--- src/rtl/pblaze_uart_pkg.sv ---
// Shared definitions for the PicoBlaze UART port: register offsets relative
// to BASE_PORT, STATUS bit positions, TX/RX state encodings and the baud
// divisor helper.
package pblaze_uart_pkg;

    // Register offsets relative to BASE_PORT
    localparam logic [2:0] OFS_STATUS = 3'd0;
    localparam logic [2:0] OFS_DATA   = 3'd1;
    localparam logic [2:0] OFS_DIV_LO = 3'd2;
    localparam logic [2:0] OFS_DIV_HI = 3'd3;
    localparam logic [2:0] OFS_IRQ_EN = 3'd4;
    localparam int         NUM_REGS   = 5;

    // STATUS bit positions
    localparam int ST_TX_HALF    = 0;
    localparam int ST_TX_FULL    = 1;
    localparam int ST_RX_HALF    = 2;
    localparam int ST_RX_FULL    = 3;
    localparam int ST_RX_PRESENT = 4;
    localparam int ST_FRAME_ERR  = 5;
    localparam int ST_OVERRUN    = 6;
    localparam int ST_IRQ_PEND   = 7;

    typedef enum logic [1:0] {
        TX_IDLE  = 2'd0,
        TX_START = 2'd1,
        TX_DATA  = 2'd2,
        TX_STOP  = 2'd3
    } tx_state_t;

    typedef enum logic [1:0] {
        RX_IDLE  = 2'd0,
        RX_START = 2'd1,
        RX_DATA  = 2'd2,
        RX_STOP  = 2'd3
    } rx_state_t;

    // A divisor of zero behaves like one: en_16x every cycle.
    function automatic logic [15:0] eff_div(input logic [15:0] div);
        return (div == 16'd0) ? 16'd1 : div;
    endfunction

endpackage

--- src/rtl/pblaze_sync_fifo.sv ---
// Single-clock FIFO with first-word-fall-through head output.
// Ports: clk, rst_n (async active-low), push/wdata write side, pop/rdata
// read side, empty/full/half status (half = count >= DEPTH/2).
// A push while full is dropped unless a pop happens in the same cycle;
// a pop while empty is ignored.
module pblaze_sync_fifo #(
    parameter int DEPTH = 16,
    parameter int WIDTH = 8
) (
    input  logic             clk,
    input  logic             rst_n,
    input  logic             push,
    input  logic [WIDTH-1:0] wdata,
    input  logic             pop,
    output logic [WIDTH-1:0] rdata,
    output logic             empty,
    output logic             full,
    output logic             half
);
    import pblaze_uart_pkg::*;

    localparam int             AW       = $clog2(DEPTH);
    localparam logic [AW:0]    CNT_FULL = (AW + 1)'(DEPTH);
    localparam logic [AW:0]    CNT_HALF = (AW + 1)'(DEPTH / 2);
    localparam logic [AW:0]    CNT_ONE  = (AW + 1)'(1);
    localparam logic [AW-1:0]  PTR_ONE  = AW'(1);

    logic [WIDTH-1:0] mem_r [DEPTH];
    logic [AW-1:0]    wr_ptr_r;
    logic [AW-1:0]    rd_ptr_r;
    logic [AW:0]      count_r;
    logic             do_push_s;
    logic             do_pop_s;

    assign empty     = (count_r == {(AW + 1){1'b0}});
    assign full      = (count_r == CNT_FULL);
    assign half      = (count_r >= CNT_HALF);
    assign rdata     = mem_r[rd_ptr_r];
    assign do_pop_s  = pop && !empty;
    // A full FIFO still accepts a push when the same cycle frees a slot.
    assign do_push_s = push && (!full || do_pop_s);

    // Storage array; no reset needed, contents are qualified by count_r.
    always_ff @(posedge clk) begin
        if (do_push_s) begin
            mem_r[wr_ptr_r] <= wdata;
        end
    end

    // Pointer and occupancy bookkeeping.
    always_ff @(posedge clk or negedge rst_n) begin
        if (!rst_n) begin
            wr_ptr_r <= {AW{1'b0}};
            rd_ptr_r <= {AW{1'b0}};
            count_r  <= {(AW + 1){1'b0}};
        end else begin
            if (do_push_s) begin
                wr_ptr_r <= wr_ptr_r + PTR_ONE;
            end
            if (do_pop_s) begin
                rd_ptr_r <= rd_ptr_r + PTR_ONE;
            end
            case ({do_push_s, do_pop_s})
                2'b10:   count_r <= count_r + CNT_ONE;
                2'b01:   count_r <= count_r - CNT_ONE;
                default: count_r <= count_r;
            endcase
        end
    end

endmodule

--- src/rtl/pblaze_uart_port.sv ---
// PicoBlaze I/O-port UART: 8N1 transmitter and receiver with TX/RX FIFOs,
// programmable 16x baud divisor and a level interrupt.
// Ports: clk, rst_n (async active-low); processor side port_id, out_port,
// write_strobe, read_strobe, in_port (registered read data), interrupt;
// serial side rx (async input, idle high), tx (idle high).
// Register map at BASE_PORT+0..4: STATUS / error clear, RXDATA / TXDATA,
// DIV_LO, DIV_HI, IRQ_EN.
module pblaze_uart_port #(
    parameter logic [7:0]  BASE_PORT  = 8'h00,
    parameter int          FIFO_DEPTH = 16,
    parameter logic [15:0] DIV_RESET  = 16'd26
) (
    input  logic       clk,
    input  logic       rst_n,
    input  logic [7:0] port_id,
    input  logic [7:0] out_port,
    input  logic       write_strobe,
    input  logic       read_strobe,
    output logic [7:0] in_port,
    output logic       interrupt,
    input  logic       rx,
    output logic       tx
);
    import pblaze_uart_pkg::*;

    // Address decode
    logic [7:0] ofs_s;
    logic       in_range_s;
    logic       sel_status_s, sel_data_s, sel_div_lo_s, sel_div_hi_s, sel_irq_en_s;

    assign ofs_s        = port_id - BASE_PORT;
    assign in_range_s   = (ofs_s < 8'(NUM_REGS));
    assign sel_status_s = in_range_s && (ofs_s[2:0] == OFS_STATUS);
    assign sel_data_s   = in_range_s && (ofs_s[2:0] == OFS_DATA);
    assign sel_div_lo_s = in_range_s && (ofs_s[2:0] == OFS_DIV_LO);
    assign sel_div_hi_s = in_range_s && (ofs_s[2:0] == OFS_DIV_HI);
    assign sel_irq_en_s = in_range_s && (ofs_s[2:0] == OFS_IRQ_EN);

    logic wr_status_s, wr_div_lo_s, wr_div_hi_s, wr_irq_en_s, tx_push_s;
    assign wr_status_s = write_strobe && sel_status_s;
    assign wr_div_lo_s = write_strobe && sel_div_lo_s;
    assign wr_div_hi_s = write_strobe && sel_div_hi_s;
    assign wr_irq_en_s = write_strobe && sel_irq_en_s;
    assign tx_push_s   = write_strobe && sel_data_s;

    // Control registers and state
    logic [15:0] div_r;
    logic [2:0]  irq_en_r;
    logic [15:0] baud_cnt_r;
    logic        en_16x_s;
    logic        rx_rd_r;
    logic        overrun_r, frame_err_r;

    tx_state_t   tx_state_r;
    logic [3:0]  tx_tick_r;
    logic [2:0]  tx_bit_r;
    logic [7:0]  tx_shift_r;
    logic        tx_pop_s;

    rx_state_t   rx_state_r;
    logic        rx_meta_r, rx_sync_r, rx_prev_r;
    logic [3:0]  rx_tick_r;
    logic [2:0]  rx_bit_r;
    logic [7:0]  rx_shift_r;
    logic        rx_push_r, set_frame_r, set_ovr_r;

    logic [7:0]  tx_head_s, rx_head_s;
    logic        tx_empty_s, tx_full_s, tx_half_s;
    logic        rx_empty_s, rx_full_s, rx_half_s;
    logic [7:0]  status_s;
    logic [7:0]  rd_data_s;
    logic [2:0]  irq_src_s;

    pblaze_sync_fifo #(.DEPTH(FIFO_DEPTH), .WIDTH(8)) u_tx_fifo (
        .clk   (clk),
        .rst_n (rst_n),
        .push  (tx_push_s),
        .wdata (out_port),
        .pop   (tx_pop_s),
        .rdata (tx_head_s),
        .empty (tx_empty_s),
        .full  (tx_full_s),
        .half  (tx_half_s)
    );

    pblaze_sync_fifo #(.DEPTH(FIFO_DEPTH), .WIDTH(8)) u_rx_fifo (
        .clk   (clk),
        .rst_n (rst_n),
        .push  (rx_push_r),
        .wdata (rx_shift_r),
        .pop   (rx_rd_r),
        .rdata (rx_head_s),
        .empty (rx_empty_s),
        .full  (rx_full_s),
        .half  (rx_half_s)
    );

    // Divisor, interrupt enable and delayed RX-read strobe.
    always_ff @(posedge clk or negedge rst_n) begin
        if (!rst_n) begin
            div_r    <= DIV_RESET;
            irq_en_r <= 3'd0;
            rx_rd_r  <= 1'b0;
        end else begin
            if (wr_div_lo_s) begin
                div_r[7:0] <= out_port;
            end
            if (wr_div_hi_s) begin
                div_r[15:8] <= out_port;
            end
            if (wr_irq_en_s) begin
                irq_en_r <= out_port[2:0];
            end
            // The RX head is popped one cycle after the read so that the
            // registered in_port has already captured it.
            rx_rd_r <= read_strobe && sel_data_s;
        end
    end

    assign en_16x_s = (baud_cnt_r == (eff_div(div_r) - 16'd1));

    // Baud counter: 0..DIV-1, restarted by any divisor write.
    always_ff @(posedge clk or negedge rst_n) begin
        if (!rst_n) begin
            baud_cnt_r <= 16'd0;
        end else if (wr_div_lo_s || wr_div_hi_s || en_16x_s) begin
            baud_cnt_r <= 16'd0;
        end else begin
            baud_cnt_r <= baud_cnt_r + 16'd1;
        end
    end

    // A byte leaves the FIFO when a frame starts from idle or chains off a stop bit.
    assign tx_pop_s = en_16x_s && !tx_empty_s &&
                      ((tx_state_r == TX_IDLE) ||
                       ((tx_state_r == TX_STOP) && (tx_tick_r == 4'd15)));

    // Transmit FSM: 16 ticks per bit, LSB first, registered tx line.
    always_ff @(posedge clk or negedge rst_n) begin
        if (!rst_n) begin
            tx_state_r <= TX_IDLE;
            tx_tick_r  <= 4'd0;
            tx_bit_r   <= 3'd0;
            tx_shift_r <= 8'd0;
            tx         <= 1'b1;
        end else if (en_16x_s) begin
            case (tx_state_r)
                TX_IDLE: begin
                    if (!tx_empty_s) begin
                        tx_shift_r <= tx_head_s;
                        tx_tick_r  <= 4'd0;
                        tx         <= 1'b0;
                        tx_state_r <= TX_START;
                    end
                end
                TX_START: begin
                    tx_tick_r <= tx_tick_r + 4'd1;
                    if (tx_tick_r == 4'd15) begin
                        tx         <= tx_shift_r[0];
                        tx_bit_r   <= 3'd0;
                        tx_state_r <= TX_DATA;
                    end
                end
                TX_DATA: begin
                    tx_tick_r <= tx_tick_r + 4'd1;
                    if (tx_tick_r == 4'd15) begin
                        if (tx_bit_r == 3'd7) begin
                            tx         <= 1'b1;
                            tx_state_r <= TX_STOP;
                        end else begin
                            tx         <= tx_shift_r[1];
                            tx_shift_r <= {1'b0, tx_shift_r[7:1]};
                            tx_bit_r   <= tx_bit_r + 3'd1;
                        end
                    end
                end
                TX_STOP: begin
                    tx_tick_r <= tx_tick_r + 4'd1;
                    if (tx_tick_r == 4'd15) begin
                        if (!tx_empty_s) begin
                            tx_shift_r <= tx_head_s;
                            tx         <= 1'b0;
                            tx_state_r <= TX_START;
                        end else begin
                            tx_state_r <= TX_IDLE;
                        end
                    end
                end
                default: begin
                    tx         <= 1'b1;
                    tx_state_r <= TX_IDLE;
                end
            endcase
        end
    end

    // Two-flop synchroniser plus previous-value flop for edge detection.
    always_ff @(posedge clk or negedge rst_n) begin
        if (!rst_n) begin
            rx_meta_r <= 1'b1;
            rx_sync_r <= 1'b1;
            rx_prev_r <= 1'b1;
        end else begin
            rx_meta_r <= rx;
            rx_sync_r <= rx_meta_r;
            rx_prev_r <= rx_sync_r;
        end
    end

    // Receive FSM: mid-start check at tick 8, then sample every 16 ticks.
    always_ff @(posedge clk or negedge rst_n) begin
        if (!rst_n) begin
            rx_state_r  <= RX_IDLE;
            rx_tick_r   <= 4'd0;
            rx_bit_r    <= 3'd0;
            rx_shift_r  <= 8'd0;
            rx_push_r   <= 1'b0;
            set_frame_r <= 1'b0;
            set_ovr_r   <= 1'b0;
        end else begin
            rx_push_r   <= 1'b0;
            set_frame_r <= 1'b0;
            set_ovr_r   <= 1'b0;
            case (rx_state_r)
                RX_IDLE: begin
                    if (rx_prev_r && !rx_sync_r) begin
                        rx_tick_r  <= 4'd0;
                        rx_state_r <= RX_START;
                    end
                end
                RX_START: begin
                    if (en_16x_s) begin
                        rx_tick_r <= rx_tick_r + 4'd1;
                        if (rx_tick_r == 4'd7) begin
                            if (rx_sync_r) begin
                                rx_state_r <= RX_IDLE;  // too short: glitch
                            end else begin
                                rx_tick_r  <= 4'd0;
                                rx_bit_r   <= 3'd0;
                                rx_state_r <= RX_DATA;
                            end
                        end
                    end
                end
                RX_DATA: begin
                    if (en_16x_s) begin
                        rx_tick_r <= rx_tick_r + 4'd1;
                        if (rx_tick_r == 4'd15) begin
                            rx_shift_r <= {rx_sync_r, rx_shift_r[7:1]};
                            rx_bit_r   <= rx_bit_r + 3'd1;
                            if (rx_bit_r == 3'd7) begin
                                rx_state_r <= RX_STOP;
                            end
                        end
                    end
                end
                RX_STOP: begin
                    if (en_16x_s) begin
                        rx_tick_r <= rx_tick_r + 4'd1;
                        if (rx_tick_r == 4'd15) begin
                            rx_state_r <= RX_IDLE;
                            if (!rx_sync_r) begin
                                set_frame_r <= 1'b1;
                            end else if (rx_full_s) begin
                                set_ovr_r <= 1'b1;
                            end else begin
                                rx_push_r <= 1'b1;
                            end
                        end
                    end
                end
                default: begin
                    rx_state_r <= RX_IDLE;
                end
            endcase
        end
    end

    // Sticky error flags; a new error in the clearing cycle wins.
    always_ff @(posedge clk or negedge rst_n) begin
        if (!rst_n) begin
            overrun_r   <= 1'b0;
            frame_err_r <= 1'b0;
        end else begin
            if (set_ovr_r) begin
                overrun_r <= 1'b1;
            end else if (wr_status_s && out_port[6]) begin
                overrun_r <= 1'b0;
            end
            if (set_frame_r) begin
                frame_err_r <= 1'b1;
            end else if (wr_status_s && out_port[5]) begin
                frame_err_r <= 1'b0;
            end
        end
    end

    assign irq_src_s = {frame_err_r | overrun_r,
                        tx_empty_s && (tx_state_r == TX_IDLE),
                        !rx_empty_s};

    // Registered level interrupt.
    always_ff @(posedge clk or negedge rst_n) begin
        if (!rst_n) begin
            interrupt <= 1'b0;
        end else begin
            interrupt <= |(irq_en_r & irq_src_s);
        end
    end

    // STATUS byte assembly.
    always_comb begin
        status_s                = 8'h00;
        status_s[ST_TX_HALF]    = tx_half_s;
        status_s[ST_TX_FULL]    = tx_full_s;
        status_s[ST_RX_HALF]    = rx_half_s;
        status_s[ST_RX_FULL]    = rx_full_s;
        status_s[ST_RX_PRESENT] = !rx_empty_s;
        status_s[ST_FRAME_ERR]  = frame_err_r;
        status_s[ST_OVERRUN]    = overrun_r;
        status_s[ST_IRQ_PEND]   = interrupt;
    end

    // Read multiplexer, driven purely by the current port_id.
    always_comb begin
        rd_data_s = 8'h00;
        if (in_range_s) begin
            case (ofs_s[2:0])
                OFS_STATUS: rd_data_s = status_s;
                OFS_DATA:   rd_data_s = rx_empty_s ? 8'h00 : rx_head_s;
                OFS_DIV_LO: rd_data_s = div_r[7:0];
                OFS_DIV_HI: rd_data_s = div_r[15:8];
                OFS_IRQ_EN: rd_data_s = {5'd0, irq_en_r};
                default:    rd_data_s = 8'h00;
            endcase
        end else begin
            rd_data_s = 8'h00;
        end
    end

    // One-cycle read latency to the processor.
    always_ff @(posedge clk or negedge rst_n) begin
        if (!rst_n) begin
            in_port <= 8'h00;
        end else begin
            in_port <= rd_data_s;
        end
    end

endmodule

--- config.mk ---
export PLATFORM = sky130hd
export DESIGN_NAME = pblaze_uart_port
export DESIGN_NICKNAME = d
export VERILOG_FILES = /design/src/rtl/pblaze_uart_pkg.sv /design/src/rtl/pblaze_sync_fifo.sv /design/src/rtl/pblaze_uart_port.sv
export SDC_FILE = /design/constraint.sdc
export NUM_CORES = 1
export LEC_CHECK = 0
export ABC_AREA = 1
export CAP_MARGIN = 15
export CELL_PAD_IN_SITES_DETAIL_PLACEMENT = 0
export CELL_PAD_IN_SITES_GLOBAL_PLACEMENT = 1
export CORE_MARGIN = 2
export CORE_UTILIZATION = 51
export DETAILED_ROUTE_END_ITERATION = 10
export DONT_BUFFER_PORTS = 1
export HOLD_SLACK_MARGIN = 0.1
export PLACE_DENSITY_LB_ADDON = 0.1
export SLEW_MARGIN = 30
export SYNTH_ARGS = -nofsm -noshare
export SYNTH_HDL_FRONTEND = slang
export SYNTH_HIERARCHICAL = 1
export SYNTH_SLANG_ARGS = --single-unit
--- constraint.sdc ---
create_clock -name clk -period 5.1 [get_ports clk]
set_input_delay 0.51 -clock clk [delete_from_list [all_inputs] [get_ports clk]]
set_output_delay 0.51 -clock clk [all_outputs]
set_load 0.01 [all_outputs]
# Word level (Yosys, flattened, before mapping)
# Memory sizes are Yosys's and may differ from the RTL's.
# Index checks and enable logic that the tools add are counted.
[op_classes] eq_ne=38 add_sub_neg=14 n_reduce_logical=57 bitwise=2 mux=75 n_lt_le_gt_ge=3
[op_table] cell="$mux 8" count=6
[op_table] cell="$pmux 8 s5" count=1
[op_table] cell="$mux 16" count=2
[op_table] cell="$mux 1" count=28
[op_table] cell="$mux 2" count=14
[op_table] cell="$ne 2x2->1 const B" count=14
[op_table] cell="$add 4x1->4 const B" count=6
[op_table] cell="$mux 3" count=8
[op_table] cell="$mux 4" count=6
[op_table] cell="$pmux 8 s3" count=1
[op_table] cell="$logic_and 1x1->1" count=22
[op_table] cell="$pmux 5 s2" count=2
[op_table] cell="$add 16x1->16 const B" count=1
[op_table] cell="$eq 16x16->1" count=1
[op_table] cell="$logic_not 16->1" count=1
[op_table] cell="$pmux 2 s4" count=2
[op_table] cell="$sub 16x1->16 const B" count=1
[op_table] cell="$eq 2x2->1 const B" count=6
[op_table] cell="$pmux 3 s2" count=2
[op_table] cell="$pmux 4 s3" count=1
[op_table] cell="$reduce_and 6->1" count=2
[op_table] cell="$reduce_bool 2->1" count=6
[op_table] cell="$add 5x1->5 const B" count=2
[op_table] cell="$eq 5x5->1 const B" count=2
[op_table] cell="other kinds (28)" count=52
[word_totals] ramBits=256 memories=2 input_bits=21 ff_bits=114
[mem_list] memory="u_rx_fifo.mem_r" words=16 word_bits=8 read_ports=1 rd_clocked_by_memory_dff=0 write_ports=1 line="pblaze_sync_fifo.sv:28" rtl="logic [WIDTH-1:0] mem_r [DEPTH];"
[mem_list] memory="u_tx_fifo.mem_r" words=16 word_bits=8 read_ports=1 rd_clocked_by_memory_dff=0 write_ports=1 line="pblaze_sync_fifo.sv:28"

# Logic depth before layout (Yosys ltp)
# Gate-level depths: netlist of the first run.
[logic_depth] depth_word=11 mapped_depth=34

# By module
# Netlist of the first run, hierarchy kept.
[by_module_without_submodules] mod="pblaze_sync_fifo (u_tx_fifo)" area_each_um2=6443.7 n_inst=1 cells_each=630
[by_module_without_submodules] mod="pblaze_sync_fifo (u_rx_fifo)" area_each_um2=5952.0 n_inst=1 cells_each=479
[by_module_without_submodules] mod="pblaze_uart_port" area_each_um2=5313.8 n_inst=1 cells_each=692

# Worst setup path after synthesis of the first run
# Ideal clock, no wire load.
[synth_timing] kind="reg-to-reg" start="register div_r[2]" end="register u_tx_fifo.count_r[4]" arrival_time_ns=3.854 period_less_slack_ns=3.970 setup_time_ns=0.117 path_slack_ns=1.130 stages_incl_launch_ff=31 path_cell_list="dfrtp_1 buf_6 nor2_4 nand2_1 nor2_1 nand2_2 buf_6 nand2_1 inv_1 ha_1 nand2_4 xor2_1 or2_2 nand2_1 a21oi_1 nand2_1 nor2_1 nand3_1 nor4_1 inv_1 nand4_2 nand2_1 buf_2 ha_1 fa_1 nand2_1 nand3_1 nand3_1 nand2_1 nand2_1 nand2_1"
[synth_via] elab_chain_len=11 elab_cells_between_ends=13 classes_between="add/sub: 1; eq/ne: 3; mux: 2; reduce/logical: 7"
[synth_lines] item="from (decl)" line="pblaze_uart_port.sv:47" rtl="logic [15:0] div_r;"
[synth_lines] item="from (signal assigned)" line="pblaze_uart_port.sv:106" rtl="div_r[7:0] <= out_port;"
[synth_lines] item="$logic_not 16->1" line="pblaze_uart_pkg.sv:40" rtl="return (div == 16'd0) ? 16'd1 : div;"
[synth_lines] item="$mux 16 (*)" line="pblaze_uart_pkg.sv:40"
[synth_lines] item="$sub 16x1->16 (*)" line="pblaze_uart_port.sv:120" rtl="assign en_16x_s = (baud_cnt_r == (eff_div(div_r) - 16'd1));"
[synth_lines] item="$eq 16x16->1 (*)" line="pblaze_uart_port.sv:120"
[synth_lines] item="$logic_and 1x1->1 (*) (2 in a row)" line="pblaze_uart_port.sv:134" rtl="assign tx_pop_s = en_16x_s && !tx_empty_s &&"
[synth_lines] item="named net tx_pop_s" line="pblaze_uart_port.sv:58" rtl="logic tx_pop_s;"
[synth_lines] item="$logic_and 1x1->1 (*)" line="pblaze_sync_fifo.sv:39" rtl="assign do_pop_s = pop && !empty;"
[synth_lines] item="$logic_or 1x1->1" line="pblaze_sync_fifo.sv:41" rtl="assign do_push_s = push && (!full || do_pop_s);"
[synth_lines] item="$logic_and 1x1->1" line="pblaze_sync_fifo.sv:41"
[synth_lines] item="$eq 2x1->1 / $eq 2x2->1 (equally long branches)" line="pblaze_sync_fifo.sv:63" rtl="case ({do_push_s, do_pop_s})"
[synth_lines] item="$pmux 5 s2 / $reduce_bool 2->1 (equally long branches)"
[synth_lines] item="to (signal assigned)" line="pblaze_sync_fifo.sv:64" rtl="2'b10: count_r <= count_r + CNT_ONE;"
[synth_lines] item="to (signal assigned)" line="pblaze_sync_fifo.sv:65" rtl="2'b01: count_r <= count_r - CNT_ONE;"
[synth_lines] item="to (signal assigned)" line="pblaze_sync_fifo.sv:66" rtl="default: count_r <= count_r;"
[synth_lines] item="to (decl)" line="pblaze_sync_fifo.sv:31" rtl="logic [AW:0] count_r;"
# Mark *: on every way through the listed nets, which the timed path passes. The rest lies on a longest branch.
# A chain may end at the register's enable or synchronous reset.

# Worst setup path after layout of the first run
[layout_timing] start="register div_r[6]" end="register u_tx_fifo.count_r[4]"
# Same word-level chain as after synthesis.

==> results.cfg, run 1 <==
[critical_path]
cp-endpoint = u_tx_fifo/count_r[4]$_DFFE_PN0P_
max_stage_delay_ps = 450
path_common_cell = nand2_1
crit_type = register to register
start_kind = register
crit_arrival_ps = 4870
cp_slowest_cell = dfrtp_1
end_kind = register
crit_start = div_r[6]$_DFFE_PN0P_
worstPathMaxFanout = 12
worstReg2RegStart = div_r[6]$_DFFE_PN0P_
worstPathRequired_ps = 5550
timing.rr.end = u_tx_fifo/count_r[4]$_DFFE_PN0P_
rrSetupSlack_ps = 680
reg2regPathDepth = 28

[global_routing]
grt_pass1_vias = 11900
grt_pass1_wl_mm = 66.9
groute.usage.overall = 0.242
antenna_found_initial = 4
grt_max_degree = 115
grt_overflow = 0

[sta]
setup_ws_ps = 680
max_freq_mhz = 226
worst_pin_slew_ps = 956
finalMaxSlewViolations = 0
min_period_ps = 4420
rsz0062_at_grt = false
period_share = 0.867
hold_violations = 0
setup_tns_ps = 0
skew_ps = 17.8
relSlewSlack = 0.360
finalSetupViolations = 0

[logic_synthesis]
synth_xor_area_frac = 0.0188
synth_top_area_frac = 0.434
synth_top_family_by_area = simple AND/OR/NAND/NOR gates
avgSynthCellArea_um2 = 9.83
yosys-top-cells-count = nand2_1 (469), edfxtp_1 (256), nor2_1 (228)
postSynthRegisterBits = 370
ys.flop_type = edfxtp_1
synth_largest_area_cell = edfxtp_1
yosys_warnings = 6
synth_cell_type_count = 59
async_flop_share = 0.308
synth_mux_area_frac = 0.000636
yosysMostFrequentCell = nand2_1
syn_nets = 1855
synth-edff-count = 256
synthCells = 1801
synth_area_leaders = edfxtp_1 (43%), dfrtp_1 (15%), nand2_1 (9.9%)
ys_seq_area_frac = 0.596
syn_area_um2 = 17700
synth_compound_gate_area_share = 0.0675
synthAdderAreaFrac = 0.0242
yosys.area_share.simple = 0.231

[power]
cellPowerDensity_nw_per_um2 = 424
ir_worst_vdd_uv = 303
leakagePower_nw = 7.84
finalPower_w = 0.00829

[floorplan]
start_util = 0.515
die_w_um = 190
dieHeight_um = 190
die_area_um2 = 36200
core_um2 = 34400
row_count = 68
ios = 31

[cells_and_area]
register_area_um2 = 10600
multi_input_area_um2 = 6060
final_nets = 1870
area_growth_pct = 10.4
stdcell_area_um2 = 19600
stdcell_count = 2303
fill_cells = 3028
final_layout_size_suffix_gt1_frac = 0.101
antenna_cells = 0

[cts]
ctsLongestPathBuffers = 3
cts-resized-gates = 0
cts.htree.levels = 2
cts_tree = yes
numCtsBuffers = 41
cts.sinks = 370
clk_pin_slew_ps = 60
clkLatencyLatePin_ps = 560
cts_root_buf = clkbuf_16

[placement]
place_congestion = 0.908
placed_area_um2 = 18000
io_buffers = 0
place_inst = 2217
place_ws_ps = 722
post-dp-hpwl_mm = 27.6

[drt]
avgRoutedWirePerCell_um = 18.5
drtAntennaViolNets = 0
drt_pass1_iterations = 7
viasPerCell = 5.33
first_iter_violations = 864
drc = 0
num_vias = 12300
wl_mm = 42.5

[min_path]
hp-class = input port to register

[outcome]
status = finished clean

[job]
cap_violations = 0
[final cells by class]
cell class	count	area share
multi-input combinational	1195	0.310
clock buffer	57	0.0609
inverter	176	0.0346
timing repair buffer	32	0.0146
clock inverter	18	0.0114
tap	455	0.0291
sequential	370	0.540
[worst max-delay path: cells and delay by family, from the launching register on]
family / cells / cell delay [ps]
XOR/XNOR: 1 / 240
adder cells (fa/ha/maj): 3 / 1000
buffers and inverters: 2 / 140
flip-flops: 1 / 450
AND/OR/NAND/NOR: 22 / 2460
[placed cells by master (no fill, tap or decap), drive strengths merged, types with 31 or more instances in the layout]
cell    count
dfrtp     107
nand2     482
edfxtp    256
inv       173
o211ai     35
o21ai     118
nand3     127
clkbuf     57
ha         31
nor2      252
[state kept, by name (all words and copies together) (netlist names), 2 cells and up, named ones only]
name / cells
tx_bit_r: 3
u_rx_fifo/mem_r: 128
u_tx_fifo/wr_ptr_r: 4
tx_state_r: 2
u_rx_fifo/wr_ptr_r: 4
tx_tick_r: 4
u_tx_fifo/count_r: 5
u_rx_fifo/rd_ptr_r: 4
rx_tick_r: 4
u_rx_fifo/count_r: 5
in_port: 8
irq_en_r: 3
baud_cnt_r: 16
u_tx_fifo/mem_r: 128
rx_bit_r: 3
div_r: 16
rx_shift_r: 8
u_tx_fifo/rd_ptr_r: 4
tx_shift_r: 8
[what timing repair did]
item / in CTS / in global routing
buffers inserted: 0 / 0
hold buffers: 11 / 0
hold endpoints to repair: 243 / 0
[cells by family after synthesis]
| logic type | Yosys count |
|---|---|
| AO/OA/AOI/OAI | 202 |
| flip-flops | 370 |
| XOR/XNOR | 34 |
| AND/OR/NAND/NOR | 925 |
| buffers and inverters | 236 |
| multiplexers | 1 |
| adder cells (fa/ha/maj) | 33 |
[where the power goes]
part,total [W],leakage (nW),internal [W],switching (W)
registers,0.00357,3.57,0.00335,0.000221
clock network,0.00305,0.683,0.00185,0.00120
logic,0.00168,3.59,0.000555,0.00112
[through the flow]
step | hold WS (ps) | utilization
6_report | 122 | 0.569
5_1_grt | 110 | 0.569
4_1_cts | 100 | 0.569
2_1_floorplan | 214 | -
3_3_place_gp | 228 | 0.524
3_5_place_dp | 227 | 0.524
[worst min-delay path by stage]
stage	end	start	slack, ps	cells past startpoint
finish	rx_rd_r$_DFF_PN0_	read_strobe	120	1
global route	rx_rd_r$_DFF_PN0_	read_strobe	110	1
CTS	rx_rd_r$_DFF_PN0_	read_strobe	100	1
detailed placement	tx_shift_r[5]$_DFFE_PN0P_	rst_n	230	0
global placement	tx_shift_r[5]$_DFFE_PN0P_	rst_n	230	0
floorplan	async pin	rst_n	210	0
[metal layers]
layer | global-route usage | share of wire | vias to the layer above
li1 | - | - | 6037
met2 | 0.400 | 0.48 | 306
met5 | 0 | 0.00042 | -
met1 | 0.325 | 0.43 | 5841
met3 | 0.0383 | 0.057 | 78
met4 | 0.0823 | 0.031 | 2
Note: power is estimated with default switching activity, not from simulation.
==> run 2: changes to the inputs <==
- CORE_UTILIZATION: 51 -> 55
- clock period: 5.1 -> 5.2 ns (I/O delays scaled with it)
==> results.cfg, run 2 (synthesis results as in run 1) <==
[outcome]
status = finished clean

[cells_and_area]
most-common-layout-cells = nand2_1 (469), edfxtp_1 (256), nor2_1 (228)
final_nets = 1870
area_growth_pct = 9.88
final_common_cell = nand2_1
reg_top3 = u_rx_fifo/mem_r x128, u_tx_fifo/mem_r x128
final_layout_size_suffix_gt1_frac = 0.102
stdcell_count = 2254

[cts]
postCtsSetupRepairBufs = 0
postCtsHoldBufs = 11
clkLatencyLatePin_ps = 550
cts.sinks = 370
cts_root_buf = clkbuf_16
ctsLongestPathBuffers = 3
cts-resized-gates = 0
cts.htree.levels = 2
clk_pin_slew_ps = 60
numCtsBuffers = 41
cts_tree = yes

[floorplan]
start_util = 0.560
row_count = 65
ios = 31
core_um2 = 31600
dieHeight_um = 183
die_area_um2 = 33700
die_w_um = 183

[critical_path]
start_kind = register
crit_type = register to register
path_common_cell = nand2_1
max_stage_delay_ps = 490
end_kind = register
worstReg2RegStart = div_r[2]$_DFFE_PN0P_
worstPathRequired_ps = 5620
worstPathMaxFanout = 12
cp_slowest_cell = dfrtp_1
rrSetupSlack_ps = 740
reg2regPathDepth = 27
crit_start = div_r[2]$_DFFE_PN0P_
timing.rr.end = u_tx_fifo/count_r[4]$_DFFE_PN0P_
crit_arrival_ps = 4890

[power]
p_clk_frac = 0.361
ir_worst_vdd_uv = 293
cellPowerDensity_nw_per_um2 = 416
p_sw_frac = 0.314
p_sw_w = 0.00254
internal-power_w = 0.00555
share_seq_of_total_power = 0.434
leakagePower_nw = 7.83
comb_power_share = 0.205

[global_routing]
antenna_found_initial = 3
groute.usage.overall = 0.257
grt_max_degree = 115
grt_pass1_wl_mm = 65.8
grt_overflow = 0
grt_pass1_vias = 11800

[sta]
finalSetupViolations = 0
finalMaxSlewViolations = 0
skew_ps = 26.8
min_period_ps = 4460
relSlewSlack = 0.339
max_freq_mhz = 224
setup_tns_ps = 0
worst_pin_slew_ps = 988
rsz0062_at_grt = false
whs_ps = 129
hold_violations = 0
period_share = 0.858

[placement]
io_buffers = 0
place_inst = 2164
post-dp-hpwl_mm = 27.4
place_congestion = 0.903

[min_path]
holdPathEnd = rx_rd_r$_DFF_PN0_
hp-start = read_strobe
whs_path_depth = 1
hp-class = input port to register

[drt]
avgRoutedWirePerCell_um = 18.6
drtAntennaViolNets = 0
num_vias = 12200
drt_pass1_iterations = 5
viasPerCell = 5.43
first_iter_violations = 1000
wl_mm = 42.0
drc = 0

[job]
cap_violations = 0
[run 2: through the flow]
step / total power, W / instance area [µm²] / worst slack (ps) / utilization
after floorplan: 0.00482 / 17700 / 1230 / -
after global placement: 0.00516 / 17900 / 877 / 0.567
after detailed placement: 0.00518 / 17900 / 751 / 0.567
after CTS: 0.00815 / 19500 / 746 / 0.615
after global routing: 0.00851 / 19500 / 340 / 0.615
final: 0.00809 / 19500 / 738 / 0.615
[run 2: per-layer routing]
metal | track usage | vias to the layer above | part of all wire
met5 | 0 | - | 0
met4 | 0.0874 | 0 | 0.029
met3 | 0.0388 | 69 | 0.060
met2 | 0.420 | 315 | 0.47
met1 | 0.355 | 5824 | 0.44
li1 | - | 6035 | -
[run 2: cell type report]
| cell class | instances | area [µm²] |
|---|---|---|
| repair buffers | 32 | 285 |
| diodes | 3 | 7.51 |
| clock inverters | 25 | 277 |
| clock buffers | 51 | 1100 |
| multi-input cells | 1195 | 6060 |
| flip-flops and latches | 370 | 10600 |
| well taps | 402 | 503 |
| inverters | 176 | 676 |
| fillers | 2657 | 12200 |
[run 2: worst max-delay path, delay by kind of cell, from the launching register on]
family                   cells  cell delay (ps)
flip-flops                   1              490
buffers and inverters        2              150
XOR/XNOR                     1              190
AND/OR/NAND/NOR             20             2390
adder cells (fa/ha/maj)      3             1000
AO/OA/AOI/OAI                1              130
[run 2: worst max-delay path by stage]
stage / endpoint / slack (ps) / depth (start not counted)
after global routing: u_tx_fifo/count_r[4]$_DFFE_PN0P_ / 340 / 28
after detailed placement: u_tx_fifo/count_r[4]$_DFFE_PN0P_ / 750 / 27
final: u_tx_fifo/count_r[4]$_DFFE_PN0P_ / 740 / 27
after global placement: u_tx_fifo/count_r[4]$_DFFE_PN0P_ / 880 / 28
after floorplan: u_tx_fifo/count_r[4]$_DFFE_PN0P_ / 1230 / 30
after CTS: u_tx_fifo/count_r[4]$_DFFE_PN0P_ / 750 / 27
[run 2: power by group through the flow]
stage / registers (W) / logic (W) / clock network [W]
2_1_floorplan: 0.00344 / 0.00138 / 0
3_3_place_gp: 0.00357 / 0.00159 / 0
3_5_place_dp: 0.00357 / 0.00161 / 0
4_1_cts: 0.00351 / 0.00167 / 0.00297
5_1_grt: 0.00354 / 0.00189 / 0.00309
6_report: 0.00351 / 0.00166 / 0.00292
==> run 3: changes to the inputs <==
- CORE_UTILIZATION: 55 -> 46
- clock period: 5.2 -> 3.9 ns (I/O delays scaled with it)
==> results.cfg, run 3 (synthesis results as in run 1) <==
[cells_and_area]
stdcell_count = 2398
final_nets = 1906
final_common_cell = nand2_1
area_growth_pct = 12.3
final_layout_size_suffix_gt1_frac = 0.128
reg_top3 = u_rx_fifo/mem_r x128, u_tx_fifo/mem_r x128
fill_cells = 3435
most-common-layout-cells = nand2_1 (467), edfxtp_1 (256), nor2_1 (224)
stdcell_area_um2 = 19900

[critical_path]
max_stage_delay_ps = 550
crit_arrival_ps = 4120
cp_slowest_cell = dfstp_2
crit_family = simple AND/OR/NAND/NOR gates
end_kind = register
worstPathRequired_ps = 4340
start_kind = register
path_buf_inv = 2
path_common_cell = nand2_1
crit_type = register to register
worstPathMaxFanout = 6

[power]
p_clk_frac = 0.348
leakagePower_nw = 8.00
ir_worst_vdd_uv = 352
p_sw_frac = 0.320
p_sw_w = 0.00342
cellPowerDensity_nw_per_um2 = 538
finalPower_w = 0.0107
share_seq_of_total_power = 0.435
comb_power_share = 0.217
internal-power_w = 0.00727

[cts]
cts.sinks = 370
cts_root_buf = clkbuf_16
ctsLongestPathBuffers = 3
clk_pin_slew_ps = 60
clkLatencyLatePin_ps = 580
numCtsBuffers = 42
cts.htree.levels = 2
cts_tree = yes

[drt]
drc = 0
first_iter_violations = 782
drtAntennaViolNets = 0
avgRoutedWirePerCell_um = 18.0
viasPerCell = 5.17
num_vias = 12400
drt_pass1_iterations = 5
wl_mm = 43.3

[global_routing]
grt_max_degree = 115
antenna_found_initial = 1
groute.usage.overall = 0.218
grt_pass1_vias = 12100
grt_pass1_wl_mm = 67.9
grt_overflow = 0

[sta]
min_period_ps = 3680
relSlewSlack = 0.365
worst_pin_slew_ps = 949
max_freq_mhz = 272
finalSetupViolations = 0
skew_ps = 22.2
hold_violations = 0
setup_tns_ps = 0
finalMaxSlewViolations = 0
period_share = 0.943

[floorplan]
start_util = 0.469
ios = 31
dieHeight_um = 200
die_area_um2 = 40100
die_w_um = 200
core_um2 = 37800
row_count = 71

[job]
cap_violations = 0

[placement]
place_congestion = 0.899
place_inst = 2297
placed_area_um2 = 18300
io_buffers = 0
post-dp-hpwl_mm = 28.3

[min_path]
hp-class = input port to register

[outcome]
status = finished clean
[run 3: cell types whose count changed in the layout (fill, tap and decap cells not counted), moves of 3 or more]
cell       delta
nor2_1        -4
xor2_2        +4
nor2_2        +4
nand3_2       +3
clkinv_2      +3
bufinv_16     -3
nand3_1       -3
buf_4        +32
xor2_1        -4
[run 3: metrics by stage]
step / hold slack, ps / utilization / worst slack, ps
finish: 193 / 0.527 / 222
global route: 204 / 0.527 / -28.0
CTS: 164 / 0.523 / 27.3
detailed placement: 103 / 0.484 / 12.5
global placement: 107 / 0.484 / 108
floorplan: 94.4 / - / 45.1
[run 3: repair_timing]
action	CTS	global route
cloned	0	0
buffers inserted	0	8
setup endpoints to repair	1	88
gates resized for setup	1	17
hold buffers	14	0
hold endpoints to repair	265	0
pin swaps	0	12
[run 3: path summary, 6_finish.rpt]
check                                          start  slack [ps]  cells past startpoint                           endpoint
min in group asynchronous                      rst_n         490                      2  u_tx_fifo/rd_ptr_r[2]$_DFFE_PN0P_
max in group asynchronous                      rst_n        2900                      2  u_rx_fifo/rd_ptr_r[0]$_DFFE_PN0N_
worst max register to register  div_r[3]$_DFFE_PN1P_         220                     27   u_tx_fifo/count_r[3]$_DFFE_PN0P_
worst min register to register   rx_meta_r$_DFF_PN1_         360                      0                rx_sync_r$_DFF_PN1_
worst max-delay path            div_r[3]$_DFFE_PN1P_         220                     27   u_tx_fifo/count_r[3]$_DFFE_PN0P_
worst min-delay path                      port_id[0]         190                      5               in_port[4]$_DFF_PN0_
[run 3: power by group through the flow]
stage               Sequential (W)  Combinational, W  Clock, W
floorplan                  0.00459           0.00185         0
global placement           0.00473           0.00218         0
detailed placement         0.00472           0.00219         0
CTS                        0.00465           0.00228   0.00383
global route               0.00468           0.00264   0.00398
finish                     0.00465           0.00232   0.00372
[run 3: worst register-to-register path: cells and delay by family (launching register included)]
kind,cells,cell delay [ps]
xor+xnor,1,170
flops,1,550
fa+ha+maj,3,720
compound gates,1,80
simple gates,20,1860
buf+inv,2,160
[run 3: cell type report]
cell class / count / area [µm²] / share of cell area
multi-input cells: 1195 / 6160 / 0.310
well taps: 511 / 639 / 0.0321
clock inverters: 26 / 208 / 0.0104
flip-flops and latches: 370 / 10600 / 0.530
clock buffers: 52 / 1110 / 0.0557
repair buffers: 67 / 546 / 0.0274
inverters: 176 / 676 / 0.0340
diodes: 1 / 2.50 / 0.000126
[run 3: routing by layer]
metal | routed length [µm] | part of all wire | GRT usage | up-vias
li1 | - | - | - | 6108
met1 | 19700 | 0.45 | 0.292 | 5957
met2 | 20300 | 0.47 | 0.360 | 252
met3 | 2210 | 0.051 | 0.0451 | 76
met4 | 1040 | 0.024 | 0.0610 | 2
met5 | 12 | 0.00028 | 0 | -
